`src/rtl/mux2a1_cuatrobits_fifo_rr_if.sv`:
```
// ----------------------------------------------------------------------------
// mux2a1_cuatrobits_fifo_rr_if
// Bundles the two lane push handshakes, the merged output stream and the
// sticky overflow flags of the 2-to-1 lane merger into one interface.
//
// Signals
//   valid_in0 / data_in0   lane 0 push request and word
//   valid_in1 / data_in1   lane 1 push request and word
//   ready0 / ready1        lane FIFO can take a word this cycle
//   valid_out / data_out   merged stream towards the 1-to-2 demux
//   overflow0 / overflow1  sticky dropped-push indicators
//
// Modports
//   master  the producer side (drives pushes, observes status and stream)
//   slave   the merger itself
// ----------------------------------------------------------------------------
interface mux2a1_cuatrobits_fifo_rr_if #(
    parameter int DATA_W = 4
);
    logic              valid_in0;
    logic [DATA_W-1:0] data_in0;
    logic              valid_in1;
    logic [DATA_W-1:0] data_in1;
    logic              ready0;
    logic              ready1;
    logic              valid_out;
    logic [DATA_W-1:0] data_out;
    logic              overflow0;
    logic              overflow1;

    modport master (
        output valid_in0, data_in0, valid_in1, data_in1,
        input  ready0, ready1, valid_out, data_out, overflow0, overflow1
    );

    modport slave (
        input  valid_in0, data_in0, valid_in1, data_in1,
        output ready0, ready1, valid_out, data_out, overflow0, overflow1
    );
endinterface

```
`src/rtl/mux2a1_cuatrobits_fifo_rr.sv`:
```
// ----------------------------------------------------------------------------
// mux2a1_cuatrobits_fifo_rr
// Merges two DATA_W-bit lanes into a single stream on clk_2f with strict
// alternation lane0, lane1, lane0, ... so a downstream 1-to-2 demux whose
// selector starts at 0 and toggles on every valid word can rebuild both
// lanes. Each lane owns a DEPTH-entry FIFO; the output stalls whenever the
// lane whose turn it is has nothing buffered.
//
// Ports
//   clk_2f    single clock, all state updates on its rising edge
//   reset_L   asynchronous reset, active-low
//   bus       mux2a1_cuatrobits_fifo_rr_if.slave
//             (lane pushes, ready0/1, valid_out/data_out, overflow0/1)
//
// Parameters
//   DATA_W    word width (default 4)
//   DEPTH     entries per lane FIFO, power of 2, >= 2 (default 4)
//
// Configuration macro
//   MUX2A1_HOLD_LAST_EN  when defined, data_out keeps the last popped word
//                        during idle cycles; otherwise it is 0 when idle.
// ----------------------------------------------------------------------------
module mux2a1_cuatrobits_fifo_rr #(
    parameter int DATA_W = 4,
    parameter int DEPTH  = 4
) (
    input  logic                          clk_2f,
    input  logic                          reset_L,
    mux2a1_cuatrobits_fifo_rr_if.slave    bus
);
    localparam int                ADDR_W   = $clog2(DEPTH);
    localparam logic [ADDR_W:0]   FULL_CNT = (ADDR_W + 1)'(DEPTH);
    localparam logic [ADDR_W:0]   CNT_ONE  = (ADDR_W + 1)'(1);
    localparam logic [ADDR_W-1:0] PTR_ONE  = ADDR_W'(1);

    typedef enum logic {
        LANE0 = 1'b0,
        LANE1 = 1'b1
    } lane_t;

    logic [DATA_W-1:0] mem [2][DEPTH];
    logic [ADDR_W-1:0] wr_ptr [2];
    logic [ADDR_W-1:0] rd_ptr [2];
    logic [ADDR_W:0]   count [2];
    lane_t             sel;
    logic [1:0]        overflow;
    logic              valid_q;
    logic [DATA_W-1:0] data_q;

    logic [1:0]        valid_in;
    logic [DATA_W-1:0] data_in [2];
    logic [1:0]        ready;
    logic [1:0]        push;
    logic [1:0]        pop;
    logic [DATA_W-1:0] head;

    assign valid_in   = {bus.valid_in1, bus.valid_in0};
    assign data_in[0] = bus.data_in0;
    assign data_in[1] = bus.data_in1;

    // Only the lane whose turn it is may pop, and only if it holds data.
    // A full lane being popped this cycle frees a slot, so it still accepts.
    // ready is forced low while reset is held so nothing is written then.
    always_comb begin
        pop  = '0;
        ready = '0;
        push = '0;
        pop[0] = (sel == LANE0) && (count[0] != '0);
        pop[1] = (sel == LANE1) && (count[1] != '0);
        for (int n = 0; n < 2; n++) begin
            ready[n] = reset_L && ((count[n] < FULL_CNT) || pop[n]);
            push[n]  = valid_in[n] && ready[n];
        end
    end

    assign head = (sel == LANE1) ? mem[1][rd_ptr[1]] : mem[0][rd_ptr[0]];

    // Storage array is kept out of the reset domain; emptiness is tracked
    // by the counts, so stale contents are never observable.
    always_ff @(posedge clk_2f) begin
        for (int n = 0; n < 2; n++) begin
            if (push[n]) begin
                mem[n][wr_ptr[n]] <= data_in[n];
            end
        end
    end

    // Pointer, count, selector, overflow and output registers. The selector
    // only advances on a pop, never skipping an empty lane, which keeps the
    // lane pairing the downstream demux relies on.
    always_ff @(posedge clk_2f or negedge reset_L) begin
        if (!reset_L) begin
            for (int n = 0; n < 2; n++) begin
                wr_ptr[n] <= '0;
                rd_ptr[n] <= '0;
                count[n]  <= '0;
            end
            sel      <= LANE0;
            overflow <= '0;
            valid_q  <= 1'b0;
            data_q   <= '0;
        end else begin
            for (int n = 0; n < 2; n++) begin
                if (push[n]) begin
                    wr_ptr[n] <= wr_ptr[n] + PTR_ONE;
                end
                if (pop[n]) begin
                    rd_ptr[n] <= rd_ptr[n] + PTR_ONE;
                end
                count[n] <= count[n] + (push[n] ? CNT_ONE : '0)
                                     - (pop[n]  ? CNT_ONE : '0);
                if (valid_in[n] && !ready[n]) begin
                    overflow[n] <= 1'b1;
                end
            end
            if (|pop) begin
                valid_q <= 1'b1;
                data_q  <= head;
                sel     <= (sel == LANE0) ? LANE1 : LANE0;
            end else begin
                valid_q <= 1'b0;
`ifdef MUX2A1_HOLD_LAST_EN
                data_q  <= data_q;
`else
                data_q  <= '0;
`endif
            end
        end
    end

    assign bus.ready0    = ready[0];
    assign bus.ready1    = ready[1];
    assign bus.valid_out = valid_q;
    assign bus.data_out  = data_q;
    assign bus.overflow0 = overflow[0];
    assign bus.overflow1 = overflow[1];

endmodule
```
`src/flat_wrapper.sv`:
```
// flat-port wrapper written by rule: the top's interface ports become plain ports
module mux2a1_cuatrobits_fifo_rr_flat 
#(
    parameter int DATA_W = 4,
    parameter int DEPTH  = 4
)
  (clk_2f, reset_L, bus_valid_in0, bus_data_in0, bus_valid_in1, bus_data_in1, bus_ready0, bus_ready1, bus_valid_out, bus_data_out, bus_overflow0, bus_overflow1);
  mux2a1_cuatrobits_fifo_rr_if #(.DATA_W(DATA_W)) bus_i ();
  input  logic clk_2f;
  input  logic reset_L;
  input wire logic [$bits(bus_i.valid_in0)-1:0] bus_valid_in0;
  input wire logic [$bits(bus_i.data_in0)-1:0] bus_data_in0;
  input wire logic [$bits(bus_i.valid_in1)-1:0] bus_valid_in1;
  input wire logic [$bits(bus_i.data_in1)-1:0] bus_data_in1;
  output wire logic [$bits(bus_i.ready0)-1:0] bus_ready0;
  output wire logic [$bits(bus_i.ready1)-1:0] bus_ready1;
  output wire logic [$bits(bus_i.valid_out)-1:0] bus_valid_out;
  output wire logic [$bits(bus_i.data_out)-1:0] bus_data_out;
  output wire logic [$bits(bus_i.overflow0)-1:0] bus_overflow0;
  output wire logic [$bits(bus_i.overflow1)-1:0] bus_overflow1;
  assign bus_i.valid_in0 = bus_valid_in0;
  assign bus_i.data_in0 = bus_data_in0;
  assign bus_i.valid_in1 = bus_valid_in1;
  assign bus_i.data_in1 = bus_data_in1;
  assign bus_ready0 = bus_i.ready0;
  assign bus_ready1 = bus_i.ready1;
  assign bus_valid_out = bus_i.valid_out;
  assign bus_data_out = bus_i.data_out;
  assign bus_overflow0 = bus_i.overflow0;
  assign bus_overflow1 = bus_i.overflow1;
  mux2a1_cuatrobits_fifo_rr #(.DATA_W(DATA_W), .DEPTH(DEPTH)) u_core (.clk_2f(clk_2f), .reset_L(reset_L), .bus(bus_i));
endmodule
```
`config.mk`:
```
export PLATFORM = sky130hd
export DESIGN_NAME = mux2a1_cuatrobits_fifo_rr_flat
export DESIGN_NICKNAME = d
export VERILOG_FILES = /design/src/rtl/mux2a1_cuatrobits_fifo_rr_if.sv /design/src/rtl/mux2a1_cuatrobits_fifo_rr.sv /design/src/flat_wrapper.sv
export SDC_FILE = /design/constraint.sdc
export NUM_CORES = 1
export LEC_CHECK = 0
export ABC_AREA = 0
export CAP_MARGIN = 20
export CORE_MARGIN = 2
export CORE_UTILIZATION = 50
export DETAILED_ROUTE_END_ITERATION = 8
export PLACE_DENSITY_LB_ADDON = 0.12
export SYNTH_ARGS = -nofsm -noshare
export SYNTH_HDL_FRONTEND = slang
export SYNTH_SLANG_ARGS = --single-unit
```
`constraint.sdc`:
```
create_clock -name clk_2f -period 2.05 [get_ports clk_2f]
set_clock_uncertainty 0.05 [all_clocks]
set_input_delay 0.41 -clock clk_2f [delete_from_list [all_inputs] [get_ports clk_2f]]
set_output_delay 0.41 -clock clk_2f [all_outputs]
set_load 0.03 [all_outputs]
```
== Word-level counts from Yosys, hierarchy flattened ==
Memories as Yosys holds them, arrays and structs flattened.
Cells that the tools add are included.

* Logic and storage cells: 72
* Register bits: 22
* Output and inout port bits: 9
* Memory bits (writable): 32
* Memories: 1
* Input port bits: 12

{| class="wikitable"
|+ Memories
! memory !! depth !! bits a word !! read ports !! clocked after memory_dff !! write ports !! line !! RTL
|-
| u_core.mem || 2 || 16 || 2 || 0 || 2 || mux2a1_cuatrobits_fifo_rr.sv:41 || <nowiki>logic [DATA_W-1:0] mem [2][DEPTH];</nowiki>
|}

* Add/sub/neg operators: 8
* Bitwise operators: 5
* Reductions and logical operators: 17
* Multiplexer cells: 22
* Magnitude comparators: 8

{| class="wikitable"
|+ Operators with widths
! kind !! count
|-
| $mux 16 || 2
|-
| $mux 4 || 8
|-
| $bmux 4 s2 || 2
|-
| $demux 4 s2 || 2
|-
| $ge 3x3->1 const B || 4
|-
| $not 2->3 || 4
|-
| $logic_and 1x1->1 || 10
|-
| $add 2x1->2 const B || 4
|-
| $mux 1 || 8
|-
| $add 3x3->3 || 2
|-
| $lt 3x1->1 const B || 2
|-
| $lt 3x3->1 const B || 2
|-
| $reduce_bool 3->1 || 2
|-
| $sub 3x3->3 || 2
|-
| $logic_not 1->1 || 2
|-
| $logic_or 1x1->1 || 2
|-
| $reduce_or 2->1 || 1
|-
| $not 1->1 || 1
|}

== Depth between registers and ports, before layout ==
Gate-level depths: netlist of the first run.

* Word-level depth: 8
* Gate-level depth with buffers: 9
* Mapped depth without buffers: 9

== Least setup slack after synthesis of the first run ==
OpenSTA, ideal clock, no wires.

* Path kind: register to register
* Start point: register u_core.count[5] (netlist bit)
* End point: register u_core.count[5] (netlist bit)
* Path slack: -0.113 ns
* Stages on the path, launching flop included: 10
* Period minus slack after synthesis: 2.163 ns
* Setup time: 0.124 ns
* Arrival: 1.989 ns
* Cell sequence: dfrtp_1 -> nor3_2 -> nor2_1 -> ha_1 -> inv_1 -> ha_1 -> inv_1 -> fa_1 -> xnor2_1 -> xnor2_1

* Word-level cells in the longest chain between the ends: 8

{| class="wikitable"
|+ Ends and longest elaborated chain
! element !! line !! RTL
|-
| start, declared || mux2a1_cuatrobits_fifo_rr.sv:44 || <nowiki>logic [ADDR_W:0] count [2];</nowiki>
|-
| start signal, assigned by index || mux2a1_cuatrobits_fifo_rr.sv:110 || <nowiki>count[n] <= count[n] + (push[n] ? CNT_ONE : '0)</nowiki>
|-
| $reduce_bool 3->1 * || mux2a1_cuatrobits_fifo_rr.sv:68 || <nowiki>pop[0] = (sel == LANE0) && (count[0] != '0);</nowiki>
|-
| $logic_and 1x1->1 * || mux2a1_cuatrobits_fifo_rr.sv:68 ||
|-
| via u_core.pop[0] || mux2a1_cuatrobits_fifo_rr.sv:54 || <nowiki>logic [1:0] pop;</nowiki>
|-
| $logic_or 1x1->1 || mux2a1_cuatrobits_fifo_rr.sv:71 || <nowiki>ready[n] = reset_L && ((count[n] < FULL_CNT) || pop[n]);</nowiki>
|-
| $logic_and 1x1->1 || mux2a1_cuatrobits_fifo_rr.sv:71 ||
|-
| $logic_and 1x1->1 || mux2a1_cuatrobits_fifo_rr.sv:72 || <nowiki>push[n] = valid_in[n] && ready[n];</nowiki>
|-
| $mux 1 || mux2a1_cuatrobits_fifo_rr.sv:110 ||
|-
| $add 3x3->3 || mux2a1_cuatrobits_fifo_rr.sv:110 ||
|-
| $sub 3x3->3 * || mux2a1_cuatrobits_fifo_rr.sv:111 || <nowiki>- (pop[n] ? CNT_ONE : '0);</nowiki>
|}

Mark *: on every way through the listed nets, which the timed path passes. The rest lies on a longest branch.
A chain may end at the register's enable or synchronous reset.

== Final worst setup path of the first run ==
* Start point: register u_core.count[3] (netlist bit)
* End point: register u_core.count[5] (netlist bit)

The elaborated chain is that of the path after synthesis.

==> run summary, run 1 <==
Cell Chain, Critical Path - nor3_4 -> nor2_2 -> ha_1 -> inv_2 -> ha_4 -> inv_2 -> fa_2 -> xnor2_2 -> xnor2_1
Inst Count DP - 226
CP required - 2.19 ns
Iter 0 DRT Violations - 80
Site row count - 24
Vias - 1,213
Worst reg2reg path depth - 9
Final Hold Fails - 0
Wire length per cell - 15.3 um
DRC viols - 0
Skew-Pair Late Insertion Delay - 0.29 ns
Min-Delay Path Class - primary input to async pin
Area grow syn2layout - 24.0%
Clk pin slew, worst setup/hold paths - 0.09 ns
Arrival @ worst endpoint - 2.17 ns
RD Place Congestion - 0.780
Slowest-stage cell, CP - dfrtp_1
FMAX - 491 MHz
Crit path largest cell delay - 0.42 ns
Most Frequent Cell on Critical Path - inv_2
Reg-to-Reg Start - u_core.count[3]
Yosys warning total - 0
Drt pass-1 iters - 4
Global route overflow - 0
Most frequent cell after synthesis - edfxtp_1
Maxcap violations - 0
Final cycle utilization of the critical path - 99.3%
DRT antenna net count - 0
CORE AREA - 4410 um2
Crit path time final - 2.04 ns
FF-to-FF setup slack - 0.01 ns
RSZ-0062 raised after global routing - yes
Crit end category - register
Pre-CTS setup slack - -0.265 ns
Longest Clk Path Bufs - 2
Initial antenna violation count - 0
Family with the most delay on the worst path - adder cells
Register area share after synthesis - 65.0%
CTS tree - built
Post-Synthesis Cells - 143
Final Routed Wirelength - 3.66 mm
Vias in the first global route - 1,339
Critical path peak fanout - 2
Layout Nets - 212
Finished Layout Cells - 239
Crit path buffers/inverters - 2
Largest net degree at the start of global routing - 23
Starting Density - 52.7%
Die height - 72.2 um
Root Buffer - clkbuf_8
Final setup margin - 0.0150 ns
Status - finished clean
R2r endpoint - u_core.count[5]
Worst slew pin tran - 0.475 ns
Global-route wire length before repair - 6.19 mm
Maximum vdd drop - 0.000693 V
Setup CP Type - register to register
Final hold slack - 0.250 ns
Slew Limit Headroom - 68.3%
Async SR Flop Fraction - 40.7%
IO Count - 21
Mean Syn Cell Area - 16.3 um2
HPWL Detailed - 2.68 mm
Synth top cells by count - 32 x edfxtp_1, 22 x dfrtp_1, 15 x inv_1, 12 x ha_1, 8 x mux2i_1
Crit path launch type - register
DIE AREA - 5210 um2
Mapped cell area - 2330 um2
Synth area leaders - edfxtp_1 41%, dfrtp_1 24%, ha_1 6.5%, mux4_2 3.9%, mux2i_1 3.4%
# diodes - 0
Gr usage total - 16.2%
#FFs+latches synth - 54
Distinct cell type count after synthesis - 31
Num Clock Sinks - 54
EDFF count, synth - 32
CTS buffer count - 5
Largest area contributor in the netlist - edfxtp_1
Pwr dens - 1420 nW/um2
Main synth FF type - edfxtp_1
Fraction of layout cells with a size suffix above 1 - 26.2%
Synth top area share - 41.3%
CTS H-tree lvls - 2
Net Count, Synth - 169
Lkg Pwr - 0.00121 uW
Port Buffers - 20
Vias/cell - 5.08
Setup violators final - 0
Final Total Pwr - 4090 uW
Pins over their slew limit - 0
Die width - 72.2 um
stage by stage:
step                setup TNS [ns]  area [um2]  util [%]
finish                           0        2880      65.3
global route                -0.162        2880      65.3
floorplan                  -0.0285        2340         -
CTS                        -0.0249        2810      63.6
global placement             -1.35        2680      60.8
detailed placement           -1.61        2680      60.8
sequential cells by signal, indices dropped and copies added (netlist names):
register / cells
u_core.mem: 32
u_core.count: 6
u_core.bus.data_out: 4
u_core.rd_ptr: 4
u_core.wr_ptr: 4
u_core.overflow: 2
u_core.bus.valid_out: 1
u_core.sel: 1
worst reg2reg max path: stages (launching register included):
cell	delay [ns]
dfrtp_1	0.42
nor3_4	0.22
nor2_2	0.07
ha_1	0.29
inv_2	0.07
ha_4	0.12
inv_2	0.04
fa_2	0.39
xnor2_2	0.14
xnor2_1	0.12
per-layer routing:
layer / routed length (um) / share of wire, % / GRT usage, %
met1: 1730 / 47 / 22.4
met2: 1770 / 48 / 25.1
met3: 136 / 3.7 / 4.17
met4: 25 / 0.68 / 5.66
met5: 0 / 0 / 0
report_power, final:
part / total (uW) / switching [uW] / internal, uW
combinational: 1720 / 807 / 909
sequential: 1690 / 250 / 1440
clock: 682 / 316 / 366
total: 4090 / 1370 / 2720
final cells by class:
| cell class | instances | area, um2 |
|---|---|---|
| Multi-Input combinational cell | 70 | 801 |
| Timing Repair Buffer | 39 | 340 |
| Sequential cell | 54 | 1510 |
| Clock buffer | 7 | 76.3 |
| Tap cell | 52 | 65.1 |
| Inverter | 16 | 60.1 |
| Clock inverter | 1 | 30.0 |
| Fill cell | 315 | 1530 |
cell usage in the layout, fill, tap and decap left out, types with 2 or more instances in the layout:
cell	n
and2_1	6
a22oi_1	4
ha_1	9
ha_4	3
inv_2	4
clkdlybuf4s50_1	17
edfxtp_1	32
buf_4	21
o211a_1	4
xor2_1	4
dfrtp_1	22
xnor2_1	5
clkbuf_8	5
fa_2	2
inv_1	12
and3_1	4
o21bai_1	2
mux4_2	4
clkbuf_1	2
mux2i_1	8
logic make-up (layout without fill, tap and decap cells):
logic type	after synthesis	count (layout)	synth area share, %
flops	54	54	65.0
buf+inv	19	63	3.60
compound gates	17	17	7.21
simple gates	16	16	4.46
fa+ha+maj	14	14	8.18
mux	13	13	7.80
xor+xnor	10	10	3.77
how the worst max path moves through the flow:
stage                                 end  slack (ns)  cells past startpoint             from
after floorplan           u_core.count[5]       -0.03                      9  u_core.count[4]
after global placement    u_core.count[5]       -0.22                      8          reset_L
after detailed placement  u_core.count[5]       -0.27                      8          reset_L
after CTS                 u_core.count[2]       -0.02                      7  u_core.count[0]
after global routing      u_core.count[5]       -0.11                      9  u_core.count[3]
final                     u_core.count[5]        0.01                      9  u_core.count[3]
what timing repair did:
item	CTS	global route
hold buffers	0	0
buffers inserted	1	4
pin swaps	4	11
setup endpoints to repair	3	4
gates resized for setup	3	10
(Power assumes the default switching activity.)
==> run 2: changes to the inputs <==
CORE_UTILIZATION = 51   (was 50)
==> run 2 against run 1 <==
- count of clock-buffer cells in the layout down 2
- utilization down 0.44 points
- die area down 1.8%
- first-iteration DRC count up 36%
- clock power up 3%
- largest cell class unchanged
==> run summary, run 2 (synthesis results as in run 1) <==
Port Buffers - 20 (unchanged)
Worst slew pin tran - 0.474 ns (-0.00168 ns)
Wire length per cell - 16.0 um (+4.3%)
Site row count - 24 (unchanged)
Global route overflow - 0 (unchanged)
CP required - 2.19 ns (about the same)
# diodes - 0 (unchanged)
Die height - 71.5 um (-0.93%)
Largest net degree at the start of global routing - 18 (-22%)
Pre-CTS setup slack - -0.317 ns (-0.0516 ns)
DRT antenna net count - 0 (unchanged)
Global-route wire length before repair - 6.08 mm (-1.8%)
Max FFs per register - 32 (unchanged)
Area grow syn2layout - 22.3%
Die width - 71.5 um (-0.93%)
FMAX - 492 MHz (+0.14%)
Vias in the first global route - 1,268 (-5.3%)
Finished Layout Cells - 235 (-1.7%)
Setup violators final - 0 (unchanged)
Maxcap violations - 0 (unchanged)
Gr usage total - 16.2% (about the same)
Multi-input gate area - 785 um2 (-2.0%)
Final cycle utilization of the critical path - 99.1% (-0.14 points)
Num Clock Sinks - 54 (unchanged)
Final Routed Wirelength - 3.75 mm (+2.5%)
Min-Delay Path Class - primary input to async pin
Drt pass-1 iters - 4 (unchanged)
RD Place Congestion - 0.711 (-8.9%)
Crit path launch type - register
Layout Nets - 208 (-1.9%)
IO Count - 21 (unchanged)
Maximum vdd drop - 0.000650 V (-6.3%)
CTS H-tree lvls - 2 (unchanged)
Vias - 1,214 (+0.082%)
Arrival @ worst endpoint - 2.17 ns (about the same)
CORE AREA - 4380 um2 (-0.68%)
CTS tree - built
Setup CP Type - register to register
Status - finished clean
CTS buffer count - 5 (unchanged)
Most common cell after layout, fill and taps aside - edfxtp_1
Inst Count DP - 225 (-0.44%)
Slowest-stage cell, CP - dfrtp_1
Lkg Pwr - 0.00118 uW (-2.3%)
Final hold slack - 0.164 ns (-0.0856 ns)
Longest Clk Path Bufs - 2 (unchanged)
Crit end category - register
Final Hold Fails - 0 (unchanged)
Pwr dens - 1420 nW/um2 (+0.30%)
Cell Chain, Critical Path - nor3_4 -> nor2_2 -> ha_1 -> inv_1 -> ha_1 -> inv_1 -> fa_2 -> xnor2_2 -> xnor2_1
Iter 0 DRT Violations - 109 (+36%)
Sequential cell area - 1510 um2 (unchanged)
Crit path largest cell delay - 0.43 ns (about the same)
Crit path buffers/inverters - 2 (unchanged)
Pins over their slew limit - 0 (unchanged)
Fraction of layout cells with a size suffix above 1 - 23.5% (-2.7 points)
Clk pin slew, worst setup/hold paths - 0.09 ns (about the same)
Crit path time final - 2.03 ns (-0.00278 ns)
Vias/cell - 5.17 (+1.8%)
DIE AREA - 5120 um2 (-1.8%)
Critical path peak fanout - 2 (unchanged)
Final Total Pwr - 4050 uW (-1.1%)
Fill count - 336 (+6.7%)
DRC viols - 0 (unchanged)
Initial antenna violation count - 0 (unchanged)
HPWL Detailed - 2.82 mm (+5.1%)
Slew Limit Headroom - 68.4% (+0.11 points)
Family with the most delay on the worst path - adder cells
Starting Density - 53.1% (+0.36 points)
Commonest cells after routing, fill and taps aside - 32 x edfxtp_1, 22 x dfrtp_1, 17 x clkdlybuf4s50_1, 16 x buf_4, 14 x inv_1
Root Buffer - clkbuf_8
RSZ-0062 raised after global routing - yes
Skew-Pair Late Insertion Delay - 0.30 ns (about the same)
Final setup margin - 0.0178 ns (+0.00278 ns)
[run 2: cell types whose count changed in the layout (fill, tap and decap cells not counted), sizes merged]
cell / change
buf: -4
clkbuf: -2
clkinvlp: +2
dlygate4sd2: +1
dlymetal6s2s: -1
[run 2: per-layer routing]
metal	up-vias	wire length [um]	part of all wire, %	global-route usage [%]
met2	22	1940	52	26.4
met4	0	62	1.7	5.87
met5	-	0	0	0
li1	585	-	-	-
met1	601	1590	42	20.6
met3	6	155	4.1	4.78
[run 2: cell type report]
cell class	count	share of cell area (%)
tap	52	2.29
clock buffer	5	2.42
timing repair buffer	35	10.9
inverter	16	2.11
clock inverter	3	1.58
multi-input combinational	70	27.6
sequential	54	53.1
[run 2: worst paths after layout]
check                                    from            endpoint  slack [ns]  cells past startpoint
setup / recovery              u_core.count[4]     u_core.count[5]        0.02                      9
hold / removal                        reset_L    u_core.wr_ptr[3]        0.16                      2
setup reg to reg              u_core.count[4]     u_core.count[5]        0.02                      9
hold reg to reg            u_core.overflow[1]  u_core.overflow[1]        0.43                      1
max in group asynchronous             reset_L     u_core.count[2]        1.54                      2
min in group clk_2f        u_core.overflow[1]  u_core.overflow[1]        0.43                      1
[run 2: per-stage QoR]
step                instance area, um2  util [%]  setup TNS (ns)
floorplan                         2340         -         -0.0285
global placement                  2680      61.0           -3.13
detailed placement                2680      61.0           -3.96
CTS                               2810      64.0         -0.0251
global route                      2850      64.9         -0.0948
finish                            2850      64.9               0
[run 2: timing repair]
action                                  4_1_cts  5_1_grt
cloned                                        0        0
gates resized for setup                       4        5
endpoints found under the setup margin        3        3
setup buffers                                 1        1
hold buffers                                  0        0
pin swaps                                     3        5
endpoints found under the hold margin         0        0
[run 2: report_power, final]
part           total, uW  switching [uW]  internal (uW)
sequential          1690             246           1440
combinational       1660             798            861
clock                700             337            363
==> patch, RTL diff (settings of run 2) <==
Put a register stage on the output `bus.overflow0`, without a reset. The value now appears one clock later.
--- a/src/rtl/mux2a1_cuatrobits_fifo_rr.sv
+++ b/src/rtl/mux2a1_cuatrobits_fifo_rr.sv
@@ -132,7 +132,9 @@
     assign bus.ready1    = ready[1];
     assign bus.valid_out = valid_q;
     assign bus.data_out  = data_q;
-    assign bus.overflow0 = overflow[0];
+    always_ff @(posedge clk_2f) begin
+        bus.overflow0 <= overflow[0];
+    end
     assign bus.overflow1 = overflow[1];
 
 endmodule
Function: changed (a bounded check fails within 10 cycles, from zero or initial values and one cycle with reset_L low).
==> patch against run 2 <==
Count of clock-buffer cells in the layout is 1 higher. Synthesized area rose by 0.86%. Sequential cell count increased by 1. Design area up 0.44%. Wire length is 1.3% lower. Via count up 0.16%. Worst setup slack better by 0.0092 ns. Total power down 2.3%.
==> patch: results (changes against run 2) <==
* Hold WC Path Type: primary input to asynchronous set/reset pin
* Net Sw Power at 1370 uW (-0.70%)
* Fraction of registers with async set/reset at 40.0% (-0.74 points)
* Final nets at 212 (+1.9%)
* Post-DR wirelength/cell at 15.5 um (-3.0%)
* Yosys warns at 0 (unchanged)
* Dpl ws at -0.292 ns (+0.0246 ns)
* Max reg flops at 32 (unchanged)
* Leakage at 0.00119 uW (+1.1%)
* Worst flop-to-flop path startpoint: u_core.count[0]
* Power share of the combinational group at 43.0% (+2.0 points)
* Routing usage on met1 at 20.6% (-0.080 points)
* First-pass GRT wire length at 6150 um (+1.3%)
* Final design utilization at 65.2% (+0.29 points)
* WP data arrival at 2.16 ns
* Synth unique cells at 32 (+3.2%)
* Largest net degree at the start of global routing at 16 (-2)
* P per Cell Area at 1380 nW/um^2 (-2.7%)
* Synth Instances at 144 (+0.70%)
* Crit-path leading delay family: adder cells
* Detailed Routing Iterations Pass 1 at 4 (unchanged)
* Post-synth EDFFs at 32 (unchanged)
* Critical path capture point: u_core.count[2]
* DR WL met2 at 1900 um (-2.2%)
* Register area share after synthesis at 65.3% (+0.30 points)
* CP peak stage delay at 0.40 ns (-0.03 ns)
* Number of global-route vias before repair at 1,316 (+3.8%)
* HPWL after DPL at 2800 um (-0.73%)
* R2R Setup Slk at 0.03 ns
* Dpl cell area at 2710 um^2 (+1.3%)
* Post-Syn Nets at 170 (+0.59%)
* All-Layer GR Usage at 16.3% (+0.16 points)
* Met3 usage at 4.22% (-0.56 points)
* Area contributors post-synth: edfxtp_1 41%, dfrtp_1 23%, ha_1 6.4%, mux4_2 3.8%, mux2i_1 3.4%
* GPL Wtd Cong at 0.734 (+3.2%)
* WL met3 at 114 um (-26%)
* Worst-Margin Slew at 0.468 ns (-0.00570 ns)
* Crit Path Max Fanout at 2 (unchanged)
* Vias per cell at 5.09 (-1.5%)
* R2R Path End: u_core.count[2]
* Max clock buf depth at 2 (unchanged)
* Peak supply drop at 0.804 mV (+24%)
* Worst Hold Slack at 0.232 ns (+0.0683 ns)
* Highest-delay cell along the critical path: dfrtp_1
* Wire length on met1 at 1670 um (+4.8%)
* Antenna violations before repair at 0 (unchanged)
* Worst r2r path cells at 7 (-2)
* Fin cells at 239 (+1.7%)
* Layout cell share with drive strength beyond 1 at 23.5% (+0.032 points)
* Htree depth at 2 (unchanged)
* Cells after DPL at 228 (+1.3%)
* Filler Cells Inserted at 314 (-6.5%)
* Iter 0 DRT Violations at 123 (+13%)
* M2 GR Usage at 27.3% (+0.82 points)
* F_max at 0.494 GHz (+0.45%)
* Run status: finished, final reports clean
==> patch: cells by family after synthesis <==
family                     Yosys count  share of synthesized area [%]
and+or+nand+nor                     16                           4.43
buffers and inverters               19                           3.57
adders and majority gates           14                           8.11
muxes                               13                           7.73
DFF                                 55                           65.3
xor gates and xnor gates            10                           3.73
AOI/OAI and AO/OA                   17                           7.15
==> patch: final cells by class <==
cell class	count	area share, %
Clock buffer	6	2.54
Clock inverter	2	0.263
Inverter	16	2.10
Multi-Input combinational cell	70	27.7
Sequential cell	55	53.6
Tap cell	52	2.28
Timing Repair Buffer	38	11.5
==> patch: worst reg2reg max path, stage by stage (launching register included) <==
cell     delay, ns
dfrtp_1       0.40
o31a_4        0.37
ha_4          0.26
inv_2         0.04
ha_4          0.15
fa_2          0.35
xor2_2        0.16
xnor2_1       0.12
==> patch: repair_timing <==
item | in CTS | in global routing
endpoints found under the setup margin | 3 | 2
buffers inserted | 3 | 0
gates resized for setup | 7 | 2
pin swaps | 9 | 7
